File: src/rtl/flappy_game_ctrl_if.sv
// Signal bundle between the frame/physics side of the game and its controller.
// The master drives frame timing and playfield geometry; the slave reports game status.
interface flappy_game_ctrl_if;
  logic        frame_tick;
  logic        flap_req;
  logic [9:0]  bird_y;
  logic [29:0] pipe_x;
  logic [29:0] gap_top;
  logic [29:0] gap_bottom;
  logic [1:0]  state;
  logic        run_en;
  logic        flap_go;
  logic        restart;
  logic        hit;
  logic [11:0] score_bcd;
  logic        irq;

  modport master (
    output frame_tick, flap_req, bird_y, pipe_x, gap_top, gap_bottom,
    input  state, run_en, flap_go, restart, hit, score_bcd, irq
  );

  modport slave (
    input  frame_tick, flap_req, bird_y, pipe_x, gap_top, gap_bottom,
    output state, run_en, flap_go, restart, hit, score_bcd, irq
  );
endinterface

File: src/rtl/flappy_game_ctrl.sv
// Game state machine for a Flappy-style game: collision, BCD scoring, death delay and restart.
// Evaluates once per frame_tick; between ticks it only remembers a pending flap.
module flappy_game_ctrl #(
  parameter int BIRD_X       = 100,
  parameter int BIRD_WIDTH   = 34,
  parameter int BIRD_HEIGHT  = 24,
  parameter int PIPE_WIDTH   = 70,
  parameter int FLOOR_Y      = 456,
  parameter int DEATH_FRAMES = 60
) (
  input  logic               clk,
  input  logic               reset,
  flappy_game_ctrl_if.slave  bus
);

  typedef enum logic [1:0] {
    IDLE  = 2'd0,
    PLAY  = 2'd1,
    DYING = 2'd2,
    OVER  = 2'd3
  } state_e;

  localparam int CNT_W = (DEATH_FRAMES > 1) ? $clog2(DEATH_FRAMES) : 1;
  localparam logic [CNT_W-1:0] CNT_LAST = CNT_W'(DEATH_FRAMES - 1);
  localparam logic [CNT_W-1:0] CNT_ONE  = CNT_W'(1);

  // Geometry is compared at 11 bits so a pipe near column 1023 plus its width cannot wrap.
  localparam logic [10:0] BIRD_LEFT  = 11'(BIRD_X);
  localparam logic [10:0] BIRD_RIGHT = 11'(BIRD_X + BIRD_WIDTH);
  localparam logic [10:0] PIPE_W     = 11'(PIPE_WIDTH);
  localparam logic [10:0] BIRD_H_M1  = 11'(BIRD_HEIGHT - 1);
  localparam logic [10:0] FLOOR_ROW  = 11'(FLOOR_Y);

  state_e           state_q, state_d;
  logic             run_en_q, run_en_d;
  logic             flap_go_q, flap_go_d;
  logic             restart_q, restart_d;
  logic             hit_q, hit_d;
  logic [11:0]      score_q, score_d;
  logic             irq_q, irq_d;
  logic             flap_pend_q, flap_pend_d;
  logic [2:0]       passed_q, passed_d;
  logic [CNT_W-1:0] death_cnt_q, death_cnt_d;

  logic [10:0] px [3];
  logic [10:0] top [3];
  logic [10:0] bot [3];
  logic [10:0] y_top, y_bot;
  logic        collide;
  logic [2:0]  pass, wrap;
  logic        flap_now;

  // One-point BCD increment that sticks at 999.
  function automatic logic [11:0] bcd_inc(input logic [11:0] s);
    logic [11:0] r;
    r = s;
    if (s == 12'h999) return s;
    if (r[3:0] == 4'd9) begin
      r[3:0] = 4'd0;
      if (r[7:4] == 4'd9) begin
        r[7:4]  = 4'd0;
        r[11:8] = r[11:8] + 4'd1;
      end else begin
        r[7:4] = r[7:4] + 4'd1;
      end
    end else begin
      r[3:0] = r[3:0] + 4'd1;
    end
    return r;
  endfunction

  // NOTE: every signal written in an always_comb gets a default first, so no path can infer a latch.
  always_comb begin
    collide = 1'b0;
    pass    = '0;
    wrap    = '0;
    y_top   = {1'b0, bus.bird_y};
    y_bot   = y_top + BIRD_H_M1;
    for (int i = 0; i < 3; i++) begin
      px[i]  = {1'b0, bus.pipe_x[i*10 +: 10]};
      top[i] = {1'b0, bus.gap_top[i*10 +: 10]};
      bot[i] = {1'b0, bus.gap_bottom[i*10 +: 10]};
      if ((BIRD_LEFT < px[i] + PIPE_W) && (px[i] < BIRD_RIGHT) &&
          ((y_top < top[i]) || (y_bot > bot[i])))
        collide = 1'b1;
      pass[i] = (px[i] + PIPE_W < BIRD_LEFT) && !passed_q[i];
      wrap[i] = (px[i] > BIRD_RIGHT);
    end
    if (y_top >= FLOOR_ROW) collide = 1'b1;
  end

  always_comb begin
    state_d     = state_q;
    flap_now    = flap_pend_q | bus.flap_req;
    flap_pend_d = flap_now;
    flap_go_d   = 1'b0;
    restart_d   = 1'b0;
    hit_d       = hit_q;
    score_d     = score_q;
    passed_d    = passed_q;
    death_cnt_d = death_cnt_q;

    if (bus.frame_tick) begin
      // A tick always consumes the pending flap, including one arriving this very cycle.
      flap_pend_d = 1'b0;
      unique case (state_q)
        IDLE: begin
          if (flap_now) begin
            state_d   = PLAY;
            flap_go_d = 1'b1;
            score_d   = '0;
            passed_d  = '0;
          end
        end
        PLAY: begin
          if (collide) begin
            state_d     = DYING;
            hit_d       = 1'b1;
            death_cnt_d = '0;
          end else begin
            flap_go_d = flap_now;
            for (int i = 0; i < 3; i++) begin
              if (pass[i]) begin
                score_d     = bcd_inc(score_d);
                passed_d[i] = 1'b1;
              end else if (wrap[i]) begin
                passed_d[i] = 1'b0;
              end
            end
          end
        end
        DYING: begin
          if (death_cnt_q == CNT_LAST) state_d = OVER;
          else                         death_cnt_d = death_cnt_q + CNT_ONE;
        end
        OVER: begin
          if (flap_now) begin
            state_d   = IDLE;
            restart_d = 1'b1;
            hit_d     = 1'b0;
          end
        end
        default: state_d = IDLE;
      endcase
    end

    run_en_d = (state_d == PLAY);
    irq_d    = (state_d == OVER);
  end

  // NOTE: sequential state uses non-blocking assignments so all registers see pre-edge values.
  always_ff @(posedge clk) begin
    if (reset) begin
      state_q     <= IDLE;
      run_en_q    <= 1'b0;
      flap_go_q   <= 1'b0;
      restart_q   <= 1'b0;
      hit_q       <= 1'b0;
      score_q     <= '0;
      irq_q       <= 1'b0;
      flap_pend_q <= 1'b0;
      passed_q    <= '0;
      death_cnt_q <= '0;
    end else begin
      state_q     <= state_d;
      run_en_q    <= run_en_d;
      flap_go_q   <= flap_go_d;
      restart_q   <= restart_d;
      hit_q       <= hit_d;
      score_q     <= score_d;
      irq_q       <= irq_d;
      flap_pend_q <= flap_pend_d;
      passed_q    <= passed_d;
      death_cnt_q <= death_cnt_d;
    end
  end

  assign bus.state     = state_q;
  assign bus.run_en    = run_en_q;
  assign bus.flap_go   = flap_go_q;
  assign bus.restart   = restart_q;
  assign bus.hit       = hit_q;
  assign bus.score_bcd = score_q;
  assign bus.irq       = irq_q;

endmodule

File: src/flat_wrapper.sv
// flat-port wrapper written by rule: the top's interface ports become plain ports
module flappy_game_ctrl_flat 
#(
  parameter int BIRD_X       = 100,
  parameter int BIRD_WIDTH   = 34,
  parameter int BIRD_HEIGHT  = 24,
  parameter int PIPE_WIDTH   = 70,
  parameter int FLOOR_Y      = 456,
  parameter int DEATH_FRAMES = 60
)
  (clk, reset, bus_frame_tick, bus_flap_req, bus_bird_y, bus_pipe_x, bus_gap_top, bus_gap_bottom, bus_state, bus_run_en, bus_flap_go, bus_restart, bus_hit, bus_score_bcd, bus_irq);
  flappy_game_ctrl_if bus_i ();
  input  logic clk;
  input  logic reset;
  input wire logic [$bits(bus_i.frame_tick)-1:0] bus_frame_tick;
  input wire logic [$bits(bus_i.flap_req)-1:0] bus_flap_req;
  input wire logic [$bits(bus_i.bird_y)-1:0] bus_bird_y;
  input wire logic [$bits(bus_i.pipe_x)-1:0] bus_pipe_x;
  input wire logic [$bits(bus_i.gap_top)-1:0] bus_gap_top;
  input wire logic [$bits(bus_i.gap_bottom)-1:0] bus_gap_bottom;
  output wire logic [$bits(bus_i.state)-1:0] bus_state;
  output wire logic [$bits(bus_i.run_en)-1:0] bus_run_en;
  output wire logic [$bits(bus_i.flap_go)-1:0] bus_flap_go;
  output wire logic [$bits(bus_i.restart)-1:0] bus_restart;
  output wire logic [$bits(bus_i.hit)-1:0] bus_hit;
  output wire logic [$bits(bus_i.score_bcd)-1:0] bus_score_bcd;
  output wire logic [$bits(bus_i.irq)-1:0] bus_irq;
  assign bus_i.frame_tick = bus_frame_tick;
  assign bus_i.flap_req = bus_flap_req;
  assign bus_i.bird_y = bus_bird_y;
  assign bus_i.pipe_x = bus_pipe_x;
  assign bus_i.gap_top = bus_gap_top;
  assign bus_i.gap_bottom = bus_gap_bottom;
  assign bus_state = bus_i.state;
  assign bus_run_en = bus_i.run_en;
  assign bus_flap_go = bus_i.flap_go;
  assign bus_restart = bus_i.restart;
  assign bus_hit = bus_i.hit;
  assign bus_score_bcd = bus_i.score_bcd;
  assign bus_irq = bus_i.irq;
  flappy_game_ctrl #(.BIRD_X(BIRD_X), .BIRD_WIDTH(BIRD_WIDTH), .BIRD_HEIGHT(BIRD_HEIGHT), .PIPE_WIDTH(PIPE_WIDTH), .FLOOR_Y(FLOOR_Y), .DEATH_FRAMES(DEATH_FRAMES)) u_core (.clk(clk), .reset(reset), .bus(bus_i));
endmodule
File: config.mk
export PLATFORM = sky130hd
export DESIGN_NAME = flappy_game_ctrl_flat
export DESIGN_NICKNAME = d
export VERILOG_FILES = /design/src/rtl/flappy_game_ctrl_if.sv /design/src/rtl/flappy_game_ctrl.sv /design/src/flat_wrapper.sv
export SDC_FILE = /design/constraint.sdc
export NUM_CORES = 1
export LEC_CHECK = 0
export CAP_MARGIN = 40
export CORE_MARGIN = 2
export CORE_UTILIZATION = 51
export DETAILED_ROUTE_END_ITERATION = 16
export GPL_TIMING_DRIVEN = 0
export PLACE_DENSITY_LB_ADDON = 0.08
export SLEW_MARGIN = 20
export SYNTH_ARGS = -nofsm -noshare
export SYNTH_HDL_FRONTEND = slang
export SYNTH_SLANG_ARGS = --single-unit
File: constraint.sdc
create_clock -name clk -period 6 [get_ports clk]
set_input_delay 0.9 -clock clk [delete_from_list [all_inputs] [get_ports clk]]
set_output_delay 0.9 -clock clk [all_outputs]
set_load 0.03 [all_outputs]
-- Yosys cells after proc, flatten, opt, wreduce, memory -nomap -nowiden
Cells that the tools add are included.
- register bits: 29
- input port bits: 104
- logic and storage cells: 172
- add/sub/neg operators: 14
- $lt $le $gt $ge: 19
- equal/unequal tests: 23
- muxes and demuxes: 73
- bitwise logic cells: 3
- reduce and logical (&&, ||, !) cells: 28
- operators with widths (cell ; number):
    12-bit 2-to-1 mux ; 17
    4-bit by 1-bit adder with 4-bit output, second input constant ; 9
    12-bit equality test, second input constant ; 3
    4-bit 2-to-1 mux ; 9
    10-bit by 7-bit adder with 11-bit output, second input constant ; 3
    11-bit by 10-bit greater-than comparator with 1-bit output ; 3
    11-bit by 7-bit less-than comparator with 1-bit output, second input constant ; 3
    7-bit by 11-bit less-than comparator with 1-bit output, first input constant ; 3
    10-bit by 8-bit greater-than comparator with 1-bit output, second input constant ; 3
    10-bit less-than comparator ; 3
    10-bit by 8-bit less-than comparator with 1-bit output, second input constant ; 3
    1-bit 2-to-1 mux ; 29
    4-bit equality test, second input constant ; 6
    8-bit 2-to-1 mux ; 3
    12-bit case mux with 2 select lines ; 1
    5-bit AND reduction ; 3
    6-bit 2-to-1 mux ; 2
    6-bit case mux with 2 select lines ; 1
    4-bit AND reduction ; 3
    10-bit by 5-bit adder with 11-bit output, second input constant ; 1
    10-bit by 9-bit >= comparator with 1-bit output, second input constant ; 1
    2-bit 2-to-1 mux ; 5
    1-bit logical AND ; 9
    3-bit by 1-bit inequality test with 1-bit output, second input constant ; 3
    18 further kinds ; 34

-- Depth between registers and ports, before layout
Gate-level depths: netlist of run 1.
- depth after elaboration: 37
- gate-level depth with buffers: 22
- mapped depth without buffers: 21

-- Least setup slack after synthesis of run 1
No wires, ideal clock.
- kind: in2reg
- start: input port bus_pipe_x[1]
- end: register u_core.score_q[9], in the netlist u_core.bus.score_bcd[9]
- setup time: 0.122 ns
- data arrival time: 4.925 ns
- required time: 5.878 ns
- path slack: 0.954 ns
- stages on the path: 20
- buffers on the path: 1
- cells stage by stage: inv_1 ha_1 nand4b_1 mux2_2 or2_0 buf_2 a21oi_2 a22o_1 ha_1 nor3b_1 nand3_2 a21oi_1 o21ai_1 inv_1 ha_1 inv_1 or4_4 nor3_2 nor3_1 a221o_1
- cells in the longest elaborated chain, start to end: 28
- elaborated cells between the ends (all ways): 54
- classes of those cells: 5 x add/sub; 3 x order compare; 7 x eq/ne; 35 x mux; 4 x reduce/logical
- ends and longest elaborated chain (element ; line ; text):
    start: declaration ; flat_wrapper.sv:18 ; input wire logic [$bits(bus_i.pipe_x)-1:0] bus_pipe_x;
    10-bit by 7-bit adder with 11-bit output ; flappy_game_ctrl.sv:83, flappy_game_ctrl.sv:86 ;
    11-bit by 7-bit less-than comparator with 1-bit output ; flappy_game_ctrl.sv:86 ; pass[i] = (px[i] + PIPE_W < BIRD_LEFT) && !passed_q[i];
    1-bit logical AND ; flappy_game_ctrl.sv:86 ;
    12-bit 2-to-1 mux ; flappy_game_ctrl.sv:123 ; if (pass[i]) begin
    12-bit 2-to-1 mux ; flappy_game_ctrl.sv:116 ; if (collide) begin
    12-bit 2-to-1 mux ; flappy_game_ctrl.sv:106 ; unique case (state_q)
    12-bit 2-to-1 mux ; flappy_game_ctrl.sv:103 ; if (bus.frame_tick) begin
    12-bit equality test ; flappy_game_ctrl.sv:57 ; if (s == 12'h999) return s;
    [12 not listed] ; n/a ;
    1-bit 2-to-1 mux ; flappy_game_ctrl.sv:123 ;
    1-bit 2-to-1 mux ; flappy_game_ctrl.sv:116 ;
    1-bit 2-to-1 mux ; flappy_game_ctrl.sv:106 ;
    1-bit 2-to-1 mux ; flappy_game_ctrl.sv:103 ;
    12-bit 2-to-1 mux ; flappy_game_ctrl.sv:58 ; if (r[3:0] == 4'd9) begin
    12-bit 2-to-1 mux ; flappy_game_ctrl.sv:123 ;
    12-bit 2-to-1 mux ; flappy_game_ctrl.sv:116 ;
    12-bit case mux with 2 select lines ; flappy_game_ctrl.sv:106 ;
    end signal: assignment ; flappy_game_ctrl.sv:170 ; score_q <= score_d;
    end: declaration ; flappy_game_ctrl.sv:39 ; logic [11:0] score_q, score_d;
Parallel ways exist; a longest one is shown, timed or not. The select of a mux whose other input is x is not followed.
A chain may end at the register's enable or synchronous reset.

-- Worst setup path after layout of run 1
Ends and elaborated chain as after synthesis.

==> run metrics, run 1 <==
initial antenna violation count=0; vias in the first global route=5120; Max Fanout on Critical Path=7; fin nets=996; Hold Crit Start=u_core.passed_q[2]; first-pass GRT wire length=22920 um; hold path depth=2; worst r2r path cells=21; WP data required=6.17 ns; final setup vio count=0; count of pins over their slew limit=0; diode count=0; capture point of the worst reg-to-reg path=u_core.bus.score_bcd[9]; Mapped Avg Cell Area=7.324 um^2; distinct cell type count after synthesis=81; Critical-path top delay cell=a31oi_1; Syn-to-layout area delta=32.48%; peak supply drop=90.05 uV; min Tclk post-route=5.684 ns; Seq/Total Area, Yosys=0.1181; top-area cell type share of the netlist area=0.2215; Synth Area in Adders=0.2215; PortBufs=121; Final Cycle Share=0.9473; largest net degree at the start of global routing=11; crit path kind=in2reg; xor and xnor area share after synthesis=0.03921; die width=102.2 um; CTS Sinks=29; DRC violations left=0; Max-cap violations=0; crit-path max cell delay=0.63 ns; count leader, synth=inv_1; Synth Area in Compound Gates=0.2599; grt total ovfl=0; Area contributors post-synth=ha_1 (22%), dfxtp_1 (12%), inv_1 (7.0%), nand2_1 (5.0%), a21oi_1 (4.2%); clk_skew=0.006101 ns; Startpoint Class=primary input; Synth area leader=ha_1; Routed Antenna Nets=0; mux cell area share after synthesis=0.02571; CTS tree=built; Clk pin slew, worst setup/hold paths=0.07 ns; worst rel slew slack=0.4345; Most common cell on crit path=inv_1; critical path arrival=5.86 ns; final setup TNS=0 ns; chip height=102.2 um; IO Pins=123; Post-Synth Simple-Gate Area=0.2574; Num CTS Buffers=5; Final Wtd Congestion=0.9790; Total GRT Usage=0.2693; Max clock buf depth=2; status=completed; Seq cells post-synth=29; worst skew pair latency=0.28 ns; worst hold endpoint=u_core.passed_q[2]; drt wl/cell=14.85 um; Post-synth top cells=inv_1 (92), ha_1 (87), nand2_1 (65); proportion of layout cells with a drive suffix above 1=0.06700; post-synthesis cell count=671; main flop type after synthesis=dfxtp_1; total power=0.0006786 W; Core ar.=0.009284 mm^2; number of warnings issued by yosys=0; R2R Setup Slk=1.20 ns; Detailed Route WL=13880 um; LEAKAGE=2.818 nW; crit-path cells=clkdlybuf4s50_1 > inv_1 > ha_1 > and3_1 > a31oi_1 > a21oi_4 > a22o_1 > inv_1 > ha_1 > nor3b_2 > nand3_2 > a21oi_2 > o21ai_1 > inv_1 > ha_1 > inv_1 > or4_4 > nor3_2 > nor3_1 > a221o_1; number of H-tree levels=2; Post-synth EDFFs=0; PD cells=104.2 mW/mm^2; largest family of logic cells by synthesized area=compound AO/OA/AOI/OAI gates; # rows=35; Final Hold Fails=0; DRT Pass-1 Iters=5; reg2reg start=u_core.bus.score_bcd[1]; area of the die=0.01044 mm^2; vias per cell=5.752; Hold WC Path Type=reg2reg; drt first-iter violations=229; Post-Synthesis Cell Area=0.004915 mm^2; asr flop ratio synth=0; Detailed Place HPWL=11520 um; Worst Max-Slew Pin Slew=0.8443 ns; Via Count=5378; Fmax=175.9 MHz; Setup crit end kind=flop; clock root buffer master=clkbuf_8; initial core utilization=0.5294; syn_nets=862
[flip-flops by register name, summed over array words and instances (netlist names)]
| signal | cells |
|---|---|
| u_core.bus.restart | 1 |
| u_core.bus.score_bcd | 12 |
| u_core.bus.flap_go | 1 |
| u_core.bus.hit | 1 |
| u_core.flap_pend_q | 1 |
| u_core.death_cnt_q | 6 |
| u_core.bus.irq | 1 |
| u_core.passed_q | 3 |
| u_core.bus.state | 2 |
| u_core.bus.run_en | 1 |
[routing by layer]
layer | up-vias | track usage | share of wire
met5 | - | 0 | 0
met4 | 0 | 0.03897 | 0.0053
met3 | 6 | 0.03215 | 0.054
met2 | 173 | 0.4757 | 0.48
met1 | 2491 | 0.3599 | 0.46
li1 | 2708 | - | -
[layout by cell type (no fill, tap or decap), drive strengths merged, types with 6 or more instances in the layout]
cell / n
a21o: 7
a21oi: 43
a22o: 6
a31oi: 6
buf: 7
clkbuf: 16
clkdlybuf4s50: 120
dfxtp: 29
ha: 87
inv: 92
mux2i: 7
nand2: 66
nand3: 29
nand4: 7
nor2: 43
nor2b: 12
nor3: 24
nor4: 11
o211ai: 13
o21ai: 42
or3: 7
xnor2: 14
xor2: 8
[cells by family (layout without fill, tap and decap cells)]
| logic type | after synthesis | after routing |
|---|---|---|
| flip-flops | 29 | 29 |
| AO/OA/AOI/OAI | 178 | 178 |
| adder cells (fa/ha/maj) | 87 | 87 |
| buffers and inverters | 102 | 237 |
| XOR/XNOR | 22 | 22 |
| multiplexers | 12 | 12 |
| AND/OR/NAND/NOR | 241 | 241 |
[how the worst max path moves through the flow]
stage	from	endpoint	slack, ns	cells past startpoint
after floorplan	bus_pipe_x[1]	u_core.bus.score_bcd[9]	0.95	20
after global placement	bus_pipe_x[1]	u_core.bus.score_bcd[1]	-0.40	21
after detailed placement	bus_bird_y[0]	u_core.bus.score_bcd[7]	-0.42	20
after CTS	bus_pipe_x[1]	u_core.bus.score_bcd[1]	0.004	22
after global routing	bus_pipe_x[1]	u_core.bus.score_bcd[9]	-0.02	22
final	bus_pipe_x[1]	u_core.bus.score_bcd[9]	0.32	20
[metrics by stage]
stage                     setup WS [ns]    util  cells  hold slack [ns]  area (um^2)
after floorplan                  0.9536       -    671           0.4440         4915
after global placement          -0.4009  0.6772    921           0.4634         6287
after detailed placement        -0.4244  0.6772    921           0.4700         6287
after CTS                      0.004060  0.6889    929           0.4809         6396
after global routing           -0.02064  0.7013    935           0.5022         6511
final                            0.3160  0.7013    935           0.4828         6511
[report_power, final]
part           switching [W]  internal [W]
Combinational       0.000153      0.000148
Clock              0.0000779      0.000104
Sequential        0.00000167      0.000195
Total               0.000232      0.000446
[layout make-up]
type / count / area (um^2)
inverter: 92 / 345.3
clock buffer: 7 / 96.34
multi-input combinational: 540 / 4026
fill: 801 / 2773
buffer: 10 / 40.04
tap: 129 / 161.4
clock inverter: 1 / 5.005
sequential: 29 / 580.6
timing repair buffer: 127 / 1256
[what timing repair did]
action	in CTS	in global routing
resized for setup	3	15
pin swaps	0	2
hold buffers	0	0
setup buffers	0	5
endpoints found under the setup margin	8	11
[critical path: cells and delay by family]
kind                     cells  cell delay, ns
AND/OR/NAND/NOR              6            1.51
buffers and inverters        5            0.96
adder cells (fa/ha/maj)      3            0.70
AO/OA/AOI/OAI                6            1.76
(Power assumes the default switching activity.)
==> run 2: changes to the inputs <==
--- a/config.mk
+++ b/config.mk
@@ -8,8 +8,11 @@
 export CAP_MARGIN = 40
 export CORE_MARGIN = 2
 export CORE_UTILIZATION = 51
+export CTS_CLUSTER_SIZE = 10
 export DETAILED_ROUTE_END_ITERATION = 16
+export GPL_ROUTABILITY_DRIVEN = 0
 export GPL_TIMING_DRIVEN = 0
+export MAX_ROUTING_LAYER = met4
 export PLACE_DENSITY_LB_ADDON = 0.08
 export SLEW_MARGIN = 20
 export SYNTH_ARGS = -nofsm -noshare
==> run 2 against run 1 <==
  * Register-to-register slack about the same
  * Sequential share of layout area increased by 0.057 points
  * Clock-buffer cell count unchanged
  * Non-clock buffer count decreased by 2
  * Global-route usage increased by 0.23 points
  * Core utilization decreased by 0.44 points
  * Worst setup slack got worse by 0.069 ns
  * Final cell count decreased by 0.32%
  * Combinational power about the same
  * Clock skew increased by 0.0035 ns
==> run metrics, run 2 (synthesis results as in run 1) <==
status=completed; DRT Pass-1 Iters=5 (unchanged); Max Fanout on Critical Path=10 (+3); Num CTS Buffers=5 (unchanged); grt total ovfl=0 (unchanged); Worst Max-Slew Pin Slew=0.8838 ns (+0.03945 ns); Clk pin slew, worst setup/hold paths=0.06 ns (about the same); worst rel slew slack=0.4081 (-0.02642); DRC violations left=0 (unchanged); LEAKAGE=2.782 nW (-1.3%); initial antenna violation count=0 (unchanged); chip height=102.2 um (unchanged); Fmax=173.8 MHz (-1.2%); flip-flop count of the largest register after layout=12 (unchanged); Via Count=5394 (+0.30%); Detailed Route WL=13750 um (-0.98%); Final Hold Fails=0 (unchanged); largest net degree at the start of global routing=11 (unchanged); R2R Setup Slk=1.19 ns (about the same); capture point of the worst reg-to-reg path=u_core.bus.score_bcd[9]; min Tclk post-route=5.753 ns (+0.06894 ns); Switching Fraction=0.3402 (-0.002117); CTS Sinks=29 (unchanged); Hold WC Path Type=reg2reg; most frequent cells in the layout=clkdlybuf4s50_1 (121), inv_1 (92), ha_1 (87); Startpoint Class=primary input; clock root buffer master=clkbuf_8; peak supply drop=156.4 uV (+74%); worst r2r path cells=21 (unchanged); worst hold margin=0.4783 ns (-0.004497 ns); CTS tree=built; diode count=0 (unchanged); Routed Antenna Nets=0 (unchanged); Hold Crit Start=u_core.passed_q[1]; IO Pins=123 (unchanged); vias per cell=5.788 (+0.62%); P_sw=0.0002232 W (-3.9%); Final Cycle Share=0.9588 (+0.01149); Detailed Place HPWL=11510 um (about the same); # rows=35 (unchanged); most common cell after layout, fill and taps aside=clkdlybuf4s50_1; dpl ws=-0.4290 ns (-0.004588 ns); drt first-iter violations=216 (-5.7%); critical path arrival=5.93 ns (+0.07 ns); vias in the first global route=5155 (+0.68%); Setup crit end kind=flop; hold path depth=2 (unchanged); worst setup margin=0.2470 ns (-0.06894 ns); Core ar.=0.009284 mm^2 (unchanged); initial core utilization=0.5294 (unchanged); worst skew pair latency=0.28 ns (about the same); proportion of layout cells with a drive suffix above 1=0.05853 (-0.008467); PD cells=101.4 mW/mm^2 (-2.7%); first-pass GRT wire length=22540 um (-1.7%); reg2reg start=u_core.bus.score_bcd[5]; placed instance area=0.006287 mm^2 (unchanged); crit path kind=in2reg; Max-cap violations=0 (unchanged); count of pins over their slew limit=0 (unchanged); Syn-to-layout area delta=31.64%; share of power burned in registers=0.300 (+0.010); Max clock buf depth=2 (unchanged); clk_skew=0.009623 ns (+0.003522 ns); internal cell power=0.0004329 W (-3.0%); fin nets=994 (-0.20%); Finished Core Util=0.6969 (-0.004448); die width=102.2 um (unchanged); Hold Buf Count CTS=0 (unchanged); WP data required=6.17 ns (about the same); Fill cells=819 (+2.2%); number of H-tree levels=2 (unchanged); final setup vio count=0 (unchanged); drt wl/cell=14.75 um (-0.66%); area of the die=0.01044 mm^2 (unchanged); worst hold endpoint=u_core.passed_q[1]; combinational fraction of design power=0.454 (+0.011); Clock power frac=0.246 (-0.021); Total GRT Usage=0.2716 (+0.002316); Final Cell Area=0.006470 mm^2 (-0.63%); PortBufs=121 (unchanged)
## run 2: worst max path at each step
stage / start / end / slack, ns
2_1_floorplan: bus_pipe_x[1] / u_core.bus.score_bcd[9] / 0.95
3_3_place_gp: bus_pipe_x[1] / u_core.bus.score_bcd[1] / -0.35
3_5_place_dp: bus_pipe_x[1] / u_core.bus.score_bcd[9] / -0.43
4_1_cts: bus_pipe_x[1] / u_core.bus.score_bcd[9] / 0.10
5_1_grt: bus_pipe_x[1] / u_core.bus.score_bcd[7] / -0.01
6_report: bus_bird_y[0] / u_core.bus.score_bcd[7] / 0.25
## run 2: area by class of cell
class                           instances  area [um^2]  share of cell area
Buffer                                 10        38.79            0.005995
Tap cell                              129        161.4             0.02495
Multi-Input combinational cell        540         4019              0.6212
Sequential cell                        29        580.6             0.08973
Timing Repair Buffer                  125         1239              0.1915
Inverter                               92        345.3             0.05337
Clock buffer                            7        86.33             0.01334
## run 2: repair_timing
item / 4_1_cts / 5_1_grt
setup buffers: 0 / 3
resized for setup: 2 / 12
setup endpoints to repair: 9 / 11
hold endpoints to repair: 0 / 0
## run 2: power groups by stage
stage	sequential (W)	combinational [W]	clock (W)
finish	0.000197	0.000298	0.000161
floorplan	0.000205	0.000154	0
global placement	0.000201	0.000278	0
detailed placement	0.000201	0.000291	0
CTS	0.000197	0.000293	0.000168
global route	0.000197	0.000331	0.000175
## run 2: through the flow
step | setup TNS [ns] | total power, W | instances
global route | -0.02921 | 0.0007029 | 932
detailed placement | -3.446 | 0.0004919 | 921
finish | 0 | 0.0006560 | 932
global placement | -2.712 | 0.0004791 | 921
CTS | 0 | 0.0006578 | 928
floorplan | 0 | 0.0003595 | 671
## run 2: critical path, cell delays in order
cell	delay, ns
clkdlybuf4s50_1	0.69
inv_1	0.15
ha_1	0.24
nor2b_1	0.15
o21ai_1	0.31
nand3_1	0.14
xnor2_1	0.39
ha_1	0.34
nand4_1	0.10
o32a_1	0.14
o21ai_0	0.13
o221a_2	0.17
o311ai_1	0.36
or3_1	0.24
or3_1	0.17
clkbuf_1	0.37
inv_1	0.17
a32o_1	0.33
and2b_1	0.19
a221o_1	0.25
## run 2: layer usage
metal,global-route usage,wire length [um],vias to the layer above
li1,-,-,2705
met1,0.3492,6238,2504
met2,0.4575,6602,167
met3,0.02873,721,18
met4,0.06667,186,0
met5,-,0,-
